<file path="config.mk">
export PLATFORM = sky130hd
export DESIGN_NAME = conv2_seq_ctrl_flat
export DESIGN_NICKNAME = d
export VERILOG_FILES = /design/src/rtl/mnist_pkg.sv /design/src/rtl/conv2_seq_ctrl_if.sv /design/src/rtl/conv2_pos_cnt.sv /design/src/rtl/conv2_seq_ctrl.sv /design/src/flat_wrapper.sv
export SDC_FILE = /design/constraint.sdc
export NUM_CORES = 1
export LEC_CHECK = 0
export ABC_CLOCK_PERIOD_IN_PS = 8500
export CELL_PAD_IN_SITES_DETAIL_PLACEMENT = 0
export CELL_PAD_IN_SITES_GLOBAL_PLACEMENT = 1
export CORE_ASPECT_RATIO = 0.9
export CORE_MARGIN = 3
export CORE_UTILIZATION = 43
export DETAILED_ROUTE_END_ITERATION = 7
export HOLD_SLACK_MARGIN = 0.02
export PLACE_DENSITY = 0.83
export SYNTH_ARGS = -nofsm -noshare
export SYNTH_HDL_FRONTEND = slang
export SYNTH_SLANG_ARGS = --single-unit
</file>
<file path="constraint.sdc">
create_clock -name clk -period 8.5 [get_ports clk]
set_clock_uncertainty 0.2 [all_clocks]
set_input_delay 1.7 -clock clk [delete_from_list [all_inputs] [get_ports clk]]
set_output_delay 1.7 -clock clk [all_outputs]
set_load 0.005 [all_outputs]
</file>
<file path="src/rtl/mnist_pkg.sv">
// mnist_pkg
// Shared constants and types for the MNIST network datapath.
//  KERNEL_SIZE / NUM_CHANNELS : convolution geometry
//  CONV2_*                     : conv2 feature-map geometry and read-path timing
//  conv2_seq_state_t           : conv2 frame sequencer states
//  conv2_win_tag_t             : window qualification tag carried alongside the buffer latency
//  cnt_w()                     : counter width for a range 0..n-1 (never below 1 bit)
package mnist_pkg;

  localparam int KERNEL_SIZE   = 3;
  localparam int NUM_CHANNELS  = 8;

  localparam int CONV2_MAP_W   = 13;
  localparam int CONV2_MAP_H   = 13;
  localparam int CONV2_ADDR_W  = 8;
  localparam int CONV2_BUF_LAT = 1;

  // Window coordinates leave the block on fixed 4-bit ports.
  localparam int WIN_COORD_W   = 4;

  typedef enum logic [1:0] {
    IDLE  = 2'd0,
    READ  = 2'd1,
    DRAIN = 2'd2,
    DONE  = 2'd3
  } conv2_seq_state_t;

  typedef struct packed {
    logic                   vld;
    logic                   last;
    logic [WIN_COORD_W-1:0] row;
    logic [WIN_COORD_W-1:0] col;
  } conv2_win_tag_t;

  function automatic int cnt_w(input int n);
    return (n > 2) ? $clog2(n) : 1;
  endfunction

endpackage

</file>
<file path="src/rtl/conv2_seq_ctrl_if.sv">
// conv2_seq_ctrl_if
// Bundles the conv2 sequencer's handshake, RAM read port and window-buffer outputs.
//  Parameter ADDR_W : RAM address width
//  modport master   : network FSM / RAM / window-buffer side (drives start, fm_rd_data)
//  modport slave    : sequencer side (drives everything else)
interface conv2_seq_ctrl_if
  import mnist_pkg::*;
#(
  parameter int ADDR_W = CONV2_ADDR_W
) ();

  logic                    start;
  logic                    busy;
  logic                    done;
  logic                    fm_rd_en;
  logic [ADDR_W-1:0]       fm_rd_addr;
  logic [NUM_CHANNELS-1:0] fm_rd_data;
  logic [NUM_CHANNELS-1:0] buf_pixel;
  logic                    win_valid;
  logic [WIN_COORD_W-1:0]  win_row;
  logic [WIN_COORD_W-1:0]  win_col;
  logic                    win_last;

  modport master (
    output start,
    output fm_rd_data,
    input  busy,
    input  done,
    input  fm_rd_en,
    input  fm_rd_addr,
    input  buf_pixel,
    input  win_valid,
    input  win_row,
    input  win_col,
    input  win_last
  );

  modport slave (
    input  start,
    input  fm_rd_data,
    output busy,
    output done,
    output fm_rd_en,
    output fm_rd_addr,
    output buf_pixel,
    output win_valid,
    output win_row,
    output win_col,
    output win_last
  );

endinterface

</file>
<file path="src/rtl/conv2_pos_cnt.sv">
// conv2_pos_cnt
// Raster row/column counter over a WIDTH x HEIGHT map. The column wraps from WIDTH-1 to 0
// and bumps the row; the row wraps from HEIGHT-1 to 0, so the counter returns to (0,0) on
// its own after the last position.
//  clk, rst_n : clock, asynchronous active-low reset
//  i_clr      : synchronous clear to (0,0), wins over i_en
//  i_en       : advance one position
//  o_row/o_col: current position
//  o_col_end  : column is at WIDTH-1 (next advance wraps the column)
//  o_last     : position is (HEIGHT-1, WIDTH-1) (next advance wraps the frame)
module conv2_pos_cnt
  import mnist_pkg::*;
#(
  parameter  int WIDTH  = CONV2_MAP_W,
  parameter  int HEIGHT = CONV2_MAP_H,
  localparam int COL_W  = cnt_w(WIDTH),
  localparam int ROW_W  = cnt_w(HEIGHT)
) (
  input  logic             clk,
  input  logic             rst_n,
  input  logic             i_clr,
  input  logic             i_en,
  output logic [ROW_W-1:0] o_row,
  output logic [COL_W-1:0] o_col,
  output logic             o_col_end,
  output logic             o_last
);

  logic [ROW_W-1:0] r_row;
  logic [COL_W-1:0] r_col;
  logic             w_col_end;
  logic             w_row_end;

  assign w_col_end = (r_col == COL_W'(WIDTH - 1));
  assign w_row_end = (r_row == ROW_W'(HEIGHT - 1));

  always_ff @(posedge clk or negedge rst_n) begin
    if (!rst_n) begin
      r_row <= '0;
      r_col <= '0;
    end else if (i_clr) begin
      r_row <= '0;
      r_col <= '0;
    end else if (i_en) begin
      if (w_col_end) begin
        r_col <= '0;
        r_row <= w_row_end ? '0 : r_row + ROW_W'(1);
      end else begin
        r_col <= r_col + COL_W'(1);
      end
    end
  end

  assign o_row     = r_row;
  assign o_col     = r_col;
  assign o_col_end = w_col_end;
  assign o_last    = w_col_end & w_row_end;

endmodule

</file>
<file path="src/rtl/conv2_seq_ctrl.sv">
// conv2_seq_ctrl
// Frame sequencer for the conv2 stage. Streams one 8-channel feature map from the conv1
// output RAM into the conv2 3x3 window buffer at one pixel per cycle, tracks the window
// position, qualifies interior windows only, and reports frame completion with a
// start/busy/done handshake.
//  Parameters : WIDTH, HEIGHT (map size, >= 3), ADDR_W (RAM address width),
//               BUF_LAT (cycles from buf_pixel to the window it completes, >= 1)
//  clk, rst_n : clock, asynchronous active-low reset
//  bus        : conv2_seq_ctrl_if.slave -- start/busy/done, fm_rd_en/addr/data,
//               buf_pixel, win_valid/row/col/last
//  Optional (macro CONV2_SEQ_PERF_EN):
//   perf_frames   : completed-frame count, wraps
//   perf_busy_cyc : cycles with busy=1, saturates
//
// state | meaning
// ------+-----------------------------------------------------------------
// IDLE  | waiting for start; read and pixel paths quiet
// READ  | one RAM read per cycle, raster order, WIDTH*HEIGHT cycles
// DRAIN | last pixel and its window flow through (1+BUF_LAT cycles)
// DONE  | one-cycle done pulse, back to IDLE
module conv2_seq_ctrl
  import mnist_pkg::*;
#(
  parameter int WIDTH   = CONV2_MAP_W,
  parameter int HEIGHT  = CONV2_MAP_H,
  parameter int ADDR_W  = CONV2_ADDR_W,
  parameter int BUF_LAT = CONV2_BUF_LAT
) (
  input  logic          clk,
  input  logic          rst_n,
  conv2_seq_ctrl_if.slave bus
`ifdef CONV2_SEQ_PERF_EN
  ,
  output logic [15:0]   perf_frames,
  output logic [31:0]   perf_busy_cyc
`endif
);

  localparam int COL_W = cnt_w(WIDTH);
  localparam int ROW_W = cnt_w(HEIGHT);
  localparam int LAT_W = $clog2(BUF_LAT + 1);
  localparam int KM1   = KERNEL_SIZE - 1;

  conv2_seq_state_t r_state;
  conv2_seq_state_t w_state_nxt;

  logic             w_start_acc;
  logic             w_busy;
  logic             w_done;
  logic             w_rd_en;
  logic             w_rd_last;
  logic [ROW_W-1:0] w_rd_row;
  logic [COL_W-1:0] w_rd_col;
  logic             w_rd_col_end;

  logic             r_rd_en_d1;
  logic             w_pix_vld;
  logic [ROW_W-1:0] w_px_row;
  logic [COL_W-1:0] w_px_col;
  logic             w_px_col_end;
  logic             w_px_last;
  logic             w_qual;

  logic [LAT_W-1:0] r_drain_cnt;

  conv2_win_tag_t   w_tag_in;
  conv2_win_tag_t   r_tag_pipe [BUF_LAT];
  conv2_win_tag_t   w_tag_out;

  // ---------------------------------------------------------------- FSM
  always_ff @(posedge clk or negedge rst_n) begin
    if (!rst_n) begin
      r_state <= IDLE;
    end else begin
      r_state <= w_state_nxt;
    end
  end

  always_comb begin
    w_state_nxt = r_state;
    w_start_acc = 1'b0;
    w_busy      = 1'b0;
    w_done      = 1'b0;
    w_rd_en     = 1'b0;
    unique case (r_state)
      IDLE: begin
        if (bus.start) begin
          w_start_acc = 1'b1;
          w_state_nxt = READ;
        end
      end
      READ: begin
        w_busy  = 1'b1;
        w_rd_en = 1'b1;
        if (w_rd_last) begin
          w_state_nxt = DRAIN;
        end
      end
      DRAIN: begin
        w_busy = 1'b1;
        if (r_drain_cnt == '0) begin
          w_state_nxt = DONE;
        end
      end
      DONE: begin
        w_done      = 1'b1;
        w_state_nxt = IDLE;
      end
      default: begin
        w_state_nxt = IDLE;
      end
    endcase
  end

  // Drain timer: loaded as the last address issues, terminal count 0 ends DRAIN.
  always_ff @(posedge clk or negedge rst_n) begin
    if (!rst_n) begin
      r_drain_cnt <= '0;
    end else if (r_state == READ && w_rd_last) begin
      r_drain_cnt <= LAT_W'(BUF_LAT);
    end else if (r_state == DRAIN && r_drain_cnt != '0) begin
      r_drain_cnt <= r_drain_cnt - LAT_W'(1);
    end
  end

  // ---------------------------------------------------------------- read address
  conv2_pos_cnt #(
    .WIDTH  (WIDTH),
    .HEIGHT (HEIGHT)
  ) u_rd_pos (
    .clk       (clk),
    .rst_n     (rst_n),
    .i_clr     (w_start_acc),
    .i_en      (w_rd_en),
    .o_row     (w_rd_row),
    .o_col     (w_rd_col),
    .o_col_end (w_rd_col_end),
    .o_last    (w_rd_last)
  );

  assign bus.fm_rd_en   = w_rd_en;
  assign bus.fm_rd_addr = ADDR_W'(w_rd_row) * ADDR_W'(WIDTH) + ADDR_W'(w_rd_col);

  // ---------------------------------------------------------------- pixel path
  // RAM data lands one cycle after the read; the delayed enable marks a live pixel.
  always_ff @(posedge clk or negedge rst_n) begin
    if (!rst_n) begin
      r_rd_en_d1 <= 1'b0;
    end else begin
      r_rd_en_d1 <= w_rd_en;
    end
  end

  assign w_pix_vld     = r_rd_en_d1;
  assign bus.buf_pixel = w_pix_vld ? bus.fm_rd_data : '0;

  conv2_pos_cnt #(
    .WIDTH  (WIDTH),
    .HEIGHT (HEIGHT)
  ) u_px_pos (
    .clk       (clk),
    .rst_n     (rst_n),
    .i_clr     (w_start_acc),
    .i_en      (w_pix_vld),
    .o_row     (w_px_row),
    .o_col     (w_px_col),
    .o_col_end (w_px_col_end),
    .o_last    (w_px_last)
  );

  // ---------------------------------------------------------------- window qualification
  // A pixel completes an interior window only once two full rows and two columns of the
  // current row are behind it; windows straddling the row wrap fall out of this test.
  assign w_qual = w_pix_vld && (w_px_col >= COL_W'(KM1)) && (w_px_row >= ROW_W'(KM1));

  always_comb begin
    w_tag_in = '0;
    if (w_qual) begin
      w_tag_in.vld  = 1'b1;
      w_tag_in.last = w_px_last;
      w_tag_in.row  = WIN_COORD_W'(w_px_row - ROW_W'(KM1));
      w_tag_in.col  = WIN_COORD_W'(w_px_col - COL_W'(KM1));
    end
  end

  // Tag rides alongside the window buffer so it lines up with the window it describes.
  always_ff @(posedge clk or negedge rst_n) begin
    if (!rst_n) begin
      for (int i = 0; i < BUF_LAT; i++) begin
        r_tag_pipe[i] <= '0;
      end
    end else begin
      r_tag_pipe[0] <= w_tag_in;
      for (int i = 1; i < BUF_LAT; i++) begin
        r_tag_pipe[i] <= r_tag_pipe[i-1];
      end
    end
  end

  assign w_tag_out     = r_tag_pipe[BUF_LAT-1];
  assign bus.win_valid = w_tag_out.vld;
  assign bus.win_last  = w_tag_out.last;
  assign bus.win_row   = w_tag_out.row;
  assign bus.win_col   = w_tag_out.col;

  assign bus.busy = w_busy;
  assign bus.done = w_done;

`ifdef CONV2_SEQ_PERF_EN
  // ---------------------------------------------------------------- perf counters
  logic [15:0] r_perf_frames;
  logic [31:0] r_perf_busy;

  always_ff @(posedge clk or negedge rst_n) begin
    if (!rst_n) begin
      r_perf_frames <= '0;
      r_perf_busy   <= '0;
    end else begin
      if (w_done) begin
        r_perf_frames <= r_perf_frames + 16'd1;
      end
      if (w_busy && (r_perf_busy != '1)) begin
        r_perf_busy <= r_perf_busy + 32'd1;
      end
    end
  end

  assign perf_frames   = r_perf_frames;
  assign perf_busy_cyc = r_perf_busy;
`endif

endmodule

</file>
<file path="src/flat_wrapper.sv">
// flat-port wrapper written by rule: the top's interface ports become plain ports
module conv2_seq_ctrl_flat import mnist_pkg::*;
#(
  parameter int WIDTH   = CONV2_MAP_W,
  parameter int HEIGHT  = CONV2_MAP_H,
  parameter int ADDR_W  = CONV2_ADDR_W,
  parameter int BUF_LAT = CONV2_BUF_LAT
)
  (clk, rst_n, bus_start, bus_fm_rd_data, bus_busy, bus_done, bus_fm_rd_en, bus_fm_rd_addr, bus_buf_pixel, bus_win_valid, bus_win_row, bus_win_col, bus_win_last);
  conv2_seq_ctrl_if #(.ADDR_W(ADDR_W)) bus_i ();
  input  logic clk;
  input  logic rst_n;
  input wire logic [$bits(bus_i.start)-1:0] bus_start;
  input wire logic [$bits(bus_i.fm_rd_data)-1:0] bus_fm_rd_data;
  output wire logic [$bits(bus_i.busy)-1:0] bus_busy;
  output wire logic [$bits(bus_i.done)-1:0] bus_done;
  output wire logic [$bits(bus_i.fm_rd_en)-1:0] bus_fm_rd_en;
  output wire logic [$bits(bus_i.fm_rd_addr)-1:0] bus_fm_rd_addr;
  output wire logic [$bits(bus_i.buf_pixel)-1:0] bus_buf_pixel;
  output wire logic [$bits(bus_i.win_valid)-1:0] bus_win_valid;
  output wire logic [$bits(bus_i.win_row)-1:0] bus_win_row;
  output wire logic [$bits(bus_i.win_col)-1:0] bus_win_col;
  output wire logic [$bits(bus_i.win_last)-1:0] bus_win_last;
  assign bus_i.start = bus_start;
  assign bus_i.fm_rd_data = bus_fm_rd_data;
  assign bus_busy = bus_i.busy;
  assign bus_done = bus_i.done;
  assign bus_fm_rd_en = bus_i.fm_rd_en;
  assign bus_fm_rd_addr = bus_i.fm_rd_addr;
  assign bus_buf_pixel = bus_i.buf_pixel;
  assign bus_win_valid = bus_i.win_valid;
  assign bus_win_row = bus_i.win_row;
  assign bus_win_col = bus_i.win_col;
  assign bus_win_last = bus_i.win_last;
  conv2_seq_ctrl #(.WIDTH(WIDTH), .HEIGHT(HEIGHT), .ADDR_W(ADDR_W), .BUF_LAT(BUF_LAT)) u_core (.clk(clk), .rst_n(rst_n), .bus(bus_i));
endmodule
</file>
==> metrics.md, run 1 <==
| Metric | Value |
|---|---|
| Arrival time at the worst endpoint | `3390 ps` |
| Routed Antenna Nets | `0` |
| Simple-Gate Fraction of Synth Area | `14.64%` |
| Deepest clock path buffer count | `2` |
| Clk sink count | `30` |
| Synth Area in Compound Gates | `12.00%` |
| WL final | `3832 µm` |
| HPWL after DPL | `2950 µm` |
| Count of different cell masters after synthesis | `44` |
| Mapped Area | `2086 µm²` |
| Global Route Usage Sum | `14.94%` |
| Top FF cell, synth | `dfrtp_1` |
| Busiest grt layer | `met2` |
| CP endpoint | `bus_fm_rd_addr[7]` |
| Syn nets | `261` |
| Final nets | `302` |
| H-tree levels | `2` |
| Ys Warns | `0` |
| NetSw | `59.65 µW` |
| Ant diodes | `0` |
| Final design utilization | `57.29%` |
| DIE HEIGHT | `72.07 µm` |
| Sw Share | `21.63%` |
| Fin area | `2621 µm²` |
| Number of enable flip-flop cells after synthesis | `0` |
| Power share of the combinational group | `4.7%` |
| First-pass GRT wire length | `6831 µm` |
| Worst Setup End Kind | `output port` |
| Vias per inst | `4.987` |
| TritonCTS clock tree | `yes` |
| Initial antenna violation count | `0` |
| First DRT Iteration DRCs | `76` |
| Power share of the sequential group | `51.8%` |
| Reg2Reg Capture Point | `u_core.u_rd_pos.o_col[2]` |
| Final setup viols | `0` |
| Rel. slew slack | `52.40%` |
| Multiplexer share of the synthesized area | `3.239%` |
| Synth area leaders | `dfrtp_1 36%, ha_1 23%, inv_1 4.0%` |
| DR vias | `1566` |
| MaxCap Viol Count | `0` |
| Design internal power | `216.2 µW` |
| Register area share after synthesis | `35.99%` |
| Largest family of logic cells by synthesized area | `adder cells` |
| GR Layer Usage met3 | `3.970%` |
| XOR/XNOR Fraction of Synth Area | `3.779%` |
| Final Non-Filler Cells | `314` |
| Critical path origin | `u_core.u_rd_pos.o_row[0]` |
| Die W | `79.42 µm` |
| Area growth from synthesis to layout | `25.67%` |
| Slew Limit Fails | `0` |
| TritonCTS buffer count | `5` |
| Largest net degree at the start of global routing | `31` |
| Reg2Reg Setup Slack | `6460 ps` |
| Met2 GRT Util | `23.08%` |
| Port Buffers | `39` |
| Synth top cells by count | `38 x ha_1, 30 x dfrtp_1, 22 x inv_1, 19 x nor2_1` |
| Worst-path fanout max | `5` |
| Post-Syn Instances | `210` |
| GP Congestion | `0.8494` |
| Power Total | `275.8 µW` |
| Synth area leader | `dfrtp_1` |
| Pwr Density | `105.2 nW/µm²` |
| Wire per inst | `12.20 µm` |
| Synthesized area per cell | `9.932 µm²` |
| Drt drc | `0` |
| Area share of the largest cell type after synthesis | `35.99%` |
| Clock network power share | `43.5%` |
| Flops & latches, synth | `30` |
| Peak supply drop | `0.00007362 V` |
| GR Layer Usage met1 | `20.65%` |
| I/O Pins | `40` |
| Worst-Skew Late Latency | `280 ps` |
| Layout cells sized above 1 | `7.540%` |
| Root Buffer | `clkbuf_8` |
| Total grt overflow | `0` |
| Post-layout min period | `5288 ps` |
| FMAX | `189.1 MHz` |
| Outcome | `finished clean` |
| Hold buffers post-CTS | `0` |
| Vias in the first global route | `1558` |
| Crit path kind | `reg2out` |
| Count leader, synth | `ha_1` |
| Reg clk slew, reported paths | `60 ps` |
| Initial core utilization | `45.58%` |
| Final Hold Violating Endpoints | `0` |
| Post_cts resized | `0` |
| Setup_tns | `0 ps` |
| RSZ-0062 raised after global routing | `no` |
| Post-CTS Setup Bufs | `0` |
| Worst reg-to-reg path cell count | `6` |
| Adder-Cell Fraction of Synth Area | `24.72%` |
| Drt pass-1 iters | `5` |
| Core Footprint | `4576 µm²` |
| Dpl cells | `306` |
| Leakage power | `0.001255 µW` |
| Min-delay worst type | `reg2reg` |
| Worst Max-Slew Pin Slew | `713.6 ps` |
| Row count | `23` |
| Die area | `5723 µm²` |
| Fin crit share | `62.21%` |
| Dpl cell area | `2526 µm²` |
| Async S/R FF share, synth | `100.0%` |
| Reg2reg start | `u_core.r_state[0]` |
| Startpoint Class | `flop` |
| Crit path required time | `6600 ps` |
[routing by layer]
| layer | vias to the layer above | share of wire [%] | routed length (µm) |
|---|---|---|---|
| li1 | 803 | - | - |
| met1 | 713 | 51 | 1959 |
| met2 | 46 | 43 | 1649 |
| met3 | 4 | 4.8 | 184 |
| met4 | 0 | 1.0 | 39 |
| met5 | - | 0 | 0 |
[stage by stage]
stage	worst slack [ps]	hold slack (ps)
final	3212	343.3
after global routing	3023	368.3
after CTS	3191	343.0
after detailed placement	3504	328.8
after global placement	3560	323.6
after floorplan	4105	292.2
[worst min path at each step]
| stage | from | endpoint | slack [ps] | cells past startpoint |
|---|---|---|---|---|
| CTS | u_core.r_drain_cnt | u_core.r_drain_cnt | 340 | 2 |
| detailed placement | u_core.r_drain_cnt | u_core.r_drain_cnt | 330 | 2 |
| global placement | u_core.r_drain_cnt | u_core.r_drain_cnt | 320 | 2 |
| finish | u_core.r_drain_cnt | u_core.r_drain_cnt | 340 | 2 |
| floorplan | u_core.u_px_pos.o_row[1] | u_core.bus.win_row[1] | 290 | 1 |
| global route | u_core.r_drain_cnt | u_core.r_drain_cnt | 370 | 2 |
[placed cells by master, fill, tap and decap left out, types with 2 or more instances in the layout]
cell type	count
a311oi_1	2
a22o_1	2
nor2b_1	2
mux2_2	2
nand2_1	10
nor3_1	6
nor2_1	19
nand3_1	5
and2_1	8
mux2i_1	3
fa_1	2
clkdlybuf4s50_1	39
clkbuf_8	6
nand4_1	3
o21ai_0	7
dfrtp_1	30
inv_1	22
a31oi_1	2
xnor2_1	7
xor2_1	2
a21oi_1	10
nand3_2	2
ha_1	38
[area by class of cell]
type | instances | area (µm²)
clock buffers | 6 | 82.58
clock inverters | 2 | 12.51
fillers | 401 | 1954
inverters | 22 | 82.58
multi-input cells | 152 | 1217
flip-flops and latches | 30 | 750.7
well taps | 62 | 77.57
repair buffers | 40 | 397.9
[power by group through the flow]
stage	sequential, µW	combinational [µW]	clock, µW
floorplan	145	1.84	0
global placement	145	13.4	0
detailed placement	145	13.5	0
CTS	143	13.5	123
global route	143	14.7	130
finish	143	13.1	120
[cell families after synthesis]
kind of cell             count (synthesis)
AND/OR/NAND/NOR                         60
multiplexers                             6
flip-flops                              30
adder cells (fa/ha/maj)                 40
AO/OA/AOI/OAI                           37
buffers and inverters                   28
XOR/XNOR                                 9
[critical path: stages, from the launching register on]
cell             delay [ps]
dfrtp_1                 430
inv_1                   100
ha_1                    320
ha_1                    320
fa_1                    480
ha_1                    360
nor2b_1                 160
o31a_1                  260
mux2i_1                 120
nand2_1                  60
clkdlybuf4s50_1         500
[sequential cells by signal, indices dropped and copies added, names as in the netlist]
name,flops
u_core.bus.win_valid,1
u_core.r_drain_cnt,1
u_core.r_rd_en_d1,1
u_core.bus.win_row,4
u_core.u_px_pos.o_col,4
u_core.u_rd_pos.o_row,4
u_core.bus.win_col,4
u_core.r_state,2
u_core.bus.win_last,1
u_core.u_px_pos.o_row,4
u_core.u_rd_pos.o_col,4
Power figures use the tool's default switching activity.
==> inputs of run 2 (changes only) <==
--- a/config.mk
+++ b/config.mk
@@ -5,15 +5,15 @@
 export SDC_FILE = /design/constraint.sdc
 export NUM_CORES = 1
 export LEC_CHECK = 0
-export ABC_CLOCK_PERIOD_IN_PS = 8500
+export ABC_CLOCK_PERIOD_IN_PS = 5000
 export CELL_PAD_IN_SITES_DETAIL_PLACEMENT = 0
 export CELL_PAD_IN_SITES_GLOBAL_PLACEMENT = 1
 export CORE_ASPECT_RATIO = 0.9
 export CORE_MARGIN = 3
-export CORE_UTILIZATION = 43
+export CORE_UTILIZATION = 40
 export DETAILED_ROUTE_END_ITERATION = 7
 export HOLD_SLACK_MARGIN = 0.02
-export PLACE_DENSITY = 0.83
+export PLACE_DENSITY = 0.78
 export SYNTH_ARGS = -nofsm -noshare
 export SYNTH_HDL_FRONTEND = slang
 export SYNTH_SLANG_ARGS = --single-unit
==> constraint.sdc (replaced) <==
create_clock -name clk -period 5 [get_ports clk]
set_clock_uncertainty 0.2 [all_clocks]
set_input_delay 1 -clock clk [delete_from_list [all_inputs] [get_ports clk]]
set_output_delay 1 -clock clk [all_outputs]
set_load 0.005 [all_outputs]
==> run 2 against run 1 <==
Non-clock buffer count up 1. Clock power is 53% higher. Via count shrank 2.8%. Final cell count increased by 0.96%. Global-route usage down 0.69 points. Routed wire length up 0.39%. Worst setup slack lost 2800 ps. Sequential power rose by 70%. Sequential cell count stayed put. Core utilization shrank 4.2 points. Sequential share of layout area up 0.082 points. Critical path type unchanged. Largest cell class unchanged.
==> metrics.md, run 2 (synthesized netlist as in run 1, its figures left out) <==
| Metric | Value |
|---|---|
| CP peak stage delay | `500 ps` |
| Final nets | `303` |
| DIE HEIGHT | `74.51 µm` |
| Ant diodes | `0` |
| Worst Setup End Kind | `output port` |
| Core Footprint | `4925 µm²` |
| Hold buffers post-CTS | `0` |
| TritonCTS clock tree | `yes` |
| I/O Pins | `40` |
| CP max stage cell | `clkdlybuf4s50_1` |
| Hold path depth | `2` |
| Largest net degree at the start of global routing | `31` |
| Port Buffers | `39` |
| Clk sink count | `30` |
| Sw Share | `21.19%` |
| Startpoint Class | `flop` |
| Area growth from synthesis to layout | `25.32%` |
| Leading cell type in the layout, fill and taps excluded | `clkdlybuf4s50_1` |
| Deepest clock path buffer count | `2` |
| Die W | `82.12 µm` |
| Outcome | `finished clean` |
| Total grt overflow | `0` |
| Arrival time at the worst endpoint | `3420 ps` |
| Crit path kind | `reg2out` |
| Final Hold Violating Endpoints | `0` |
| Power share of the combinational group | `5.0%` |
| Post-CTS Setup Bufs | `0` |
| Routed Antenna Nets | `0` |
| Vias in the first global route | `1453` |
| Reg clk slew, reported paths | `60 ps` |
| RSZ-0062 raised after global routing | `no` |
| Row count | `24` |
| NetSw | `94.84 µW` |
| DR vias | `1522` |
| Fillers | `450` |
| Leakage power | `0.001251 µW` |
| HPWL after DPL | `2918 µm` |
| First DRT Iteration DRCs | `57` |
| Peak supply drop | `0.00008992 V` |
| First-pass GRT wire length | `6672 µm` |
| Global Route Usage Sum | `14.25%` |
| Layout cells sized above 1 | `6.746%` |
| FMAX | `216.6 MHz` |
| Fin area | `2614 µm²` |
| Drt pass-1 iters | `4` |
| Most frequent cells in the layout | `39 x clkdlybuf4s50_1, 38 x ha_1, 30 x dfrtp_1` |
| Rel. slew slack | `63.31%` |
| WL final | `3847 µm` |
| Buf/Inv on CP | `2` |
| Final Non-Filler Cells | `317` |
| Fin crit share | `92.33%` |
| Post_cts resized | `0` |
| TritonCTS buffer count | `5` |
| Most frequent CP cell | `ha_1` |
| Min-delay worst type | `reg2reg` |
| Worst-path fanout max | `5` |
| H-tree levels | `2` |
| GP Congestion | `0.7762` |
| Setup_tns | `0 ps` |
| Drt drc | `0` |
| Slew Limit Fails | `0` |
| MaxCap Viol Count | `0` |
| Clock network power share | `40.8%` |
| Final setup viols | `0` |
| Dpl cells | `310` |
| Worst Max-Slew Pin Slew | `543.3 ps` |
| Worst path cell trace | `inv_1 > ha_1 > ha_1 > fa_1 > ha_1 > nor2b_1 > o31a_1 > mux2i_1 > nand2_1 > clkdlybuf4s50_1` |
| Power share of the sequential group | `54.3%` |
| Initial core utilization | `42.35%` |
| Root Buffer | `clkbuf_8` |
| Worst path top cell family by delay | `adder cells` |
| Crit path required time | `3800 ps` |
| Post-layout min period | `4616 ps` |
| Worst-Skew Late Latency | `280 ps` |
| Instance count on the critical path | `10` |
| Design internal power | `352.8 µW` |
| Pwr Density | `171.2 nW/µm²` |
| Worst reg-to-reg path cell count | `5` |
| Wire per inst | `12.14 µm` |
| Initial antenna violation count | `0` |
| Die area | `6118 µm²` |
| Vias per inst | `4.801` |
| Dpl cell area | `2537 µm²` |
## run 2: cell count changes in the layout (fill, tap and decap cells not counted), sizes merged
cell / previous run / this run
buf: 1 / 2
clkbuf: 6 / 7
clkinv: 1 / 0
clkinvlp: 1 / 0
## run 2: power by group through the flow
stage / logic [µW] / registers (µW) / clock network [µW]
after floorplan: 3.12 / 247 / 0
after global placement: 22.8 / 247 / 0
after detailed placement: 23.1 / 247 / 0
after CTS: 23.2 / 243 / 190
after global routing: 24.6 / 243 / 199
final: 22.2 / 243 / 183
## run 2: final timing paths
| kind | end | slack [ps] | from |
|---|---|---|---|
| max in group asynchronous | u_core.u_rd_pos.o_col[0] | 3420 | rst_n |
| setup / recovery | bus_fm_rd_addr[7] | 380 | u_core.u_rd_pos.o_row[0] |
| setup reg to reg | u_core.bus.win_col[3] | 3040 | u_core.u_px_pos.o_col[0] |
| hold / removal | u_core.r_drain_cnt | 340 | u_core.r_drain_cnt |
| min in group asynchronous | u_core.bus.win_valid | 900 | rst_n |
| hold reg to reg | u_core.r_drain_cnt | 340 | u_core.r_drain_cnt |
## run 2: routing by layer
layer	routed length, µm	part of all wire (%)	vias to the layer above	track usage (%)
li1	-	-	802	-
met1	2051	53	681	20.66
met2	1507	39	33	19.64
met3	237	6.2	6	5.569
met4	51	1.3	0	3.875
met5	0	0	-	0
## run 2: per-stage QoR
| step | total power, µW | hold slack (ps) | worst slack [ps] | util, % |
|---|---|---|---|---|
| after floorplan | 250.4 | 292.2 | 1305 | - |
| after detailed placement | 270.3 | 327.7 | 692.2 | 51.52 |
| after global placement | 270.0 | 318.0 | 766.6 | 51.52 |
| after CTS | 455.5 | 340.2 | 368.2 | 53.07 |
| final | 447.6 | 338.5 | 383.7 | 53.07 |
| after global routing | 465.8 | 378.1 | 164.0 | 53.07 |
## run 2: area by class of cell
class / instances / area [µm²] / share of cell area (%)
Clock buffer: 7 / 76.32 / 2.920
Inverter: 22 / 82.58 / 3.159
Multi-Input combinational cell: 152 / 1217 / 46.58
Sequential cell: 30 / 750.7 / 28.72
Tap cell: 65 / 81.33 / 3.112
Timing Repair Buffer: 41 / 405.4 / 15.51
## run 2: tightest hold or removal path, stage by stage, from the launching register on
cell     delay, ps
dfrtp_1        380
inv_1           60
o22ai_1         60
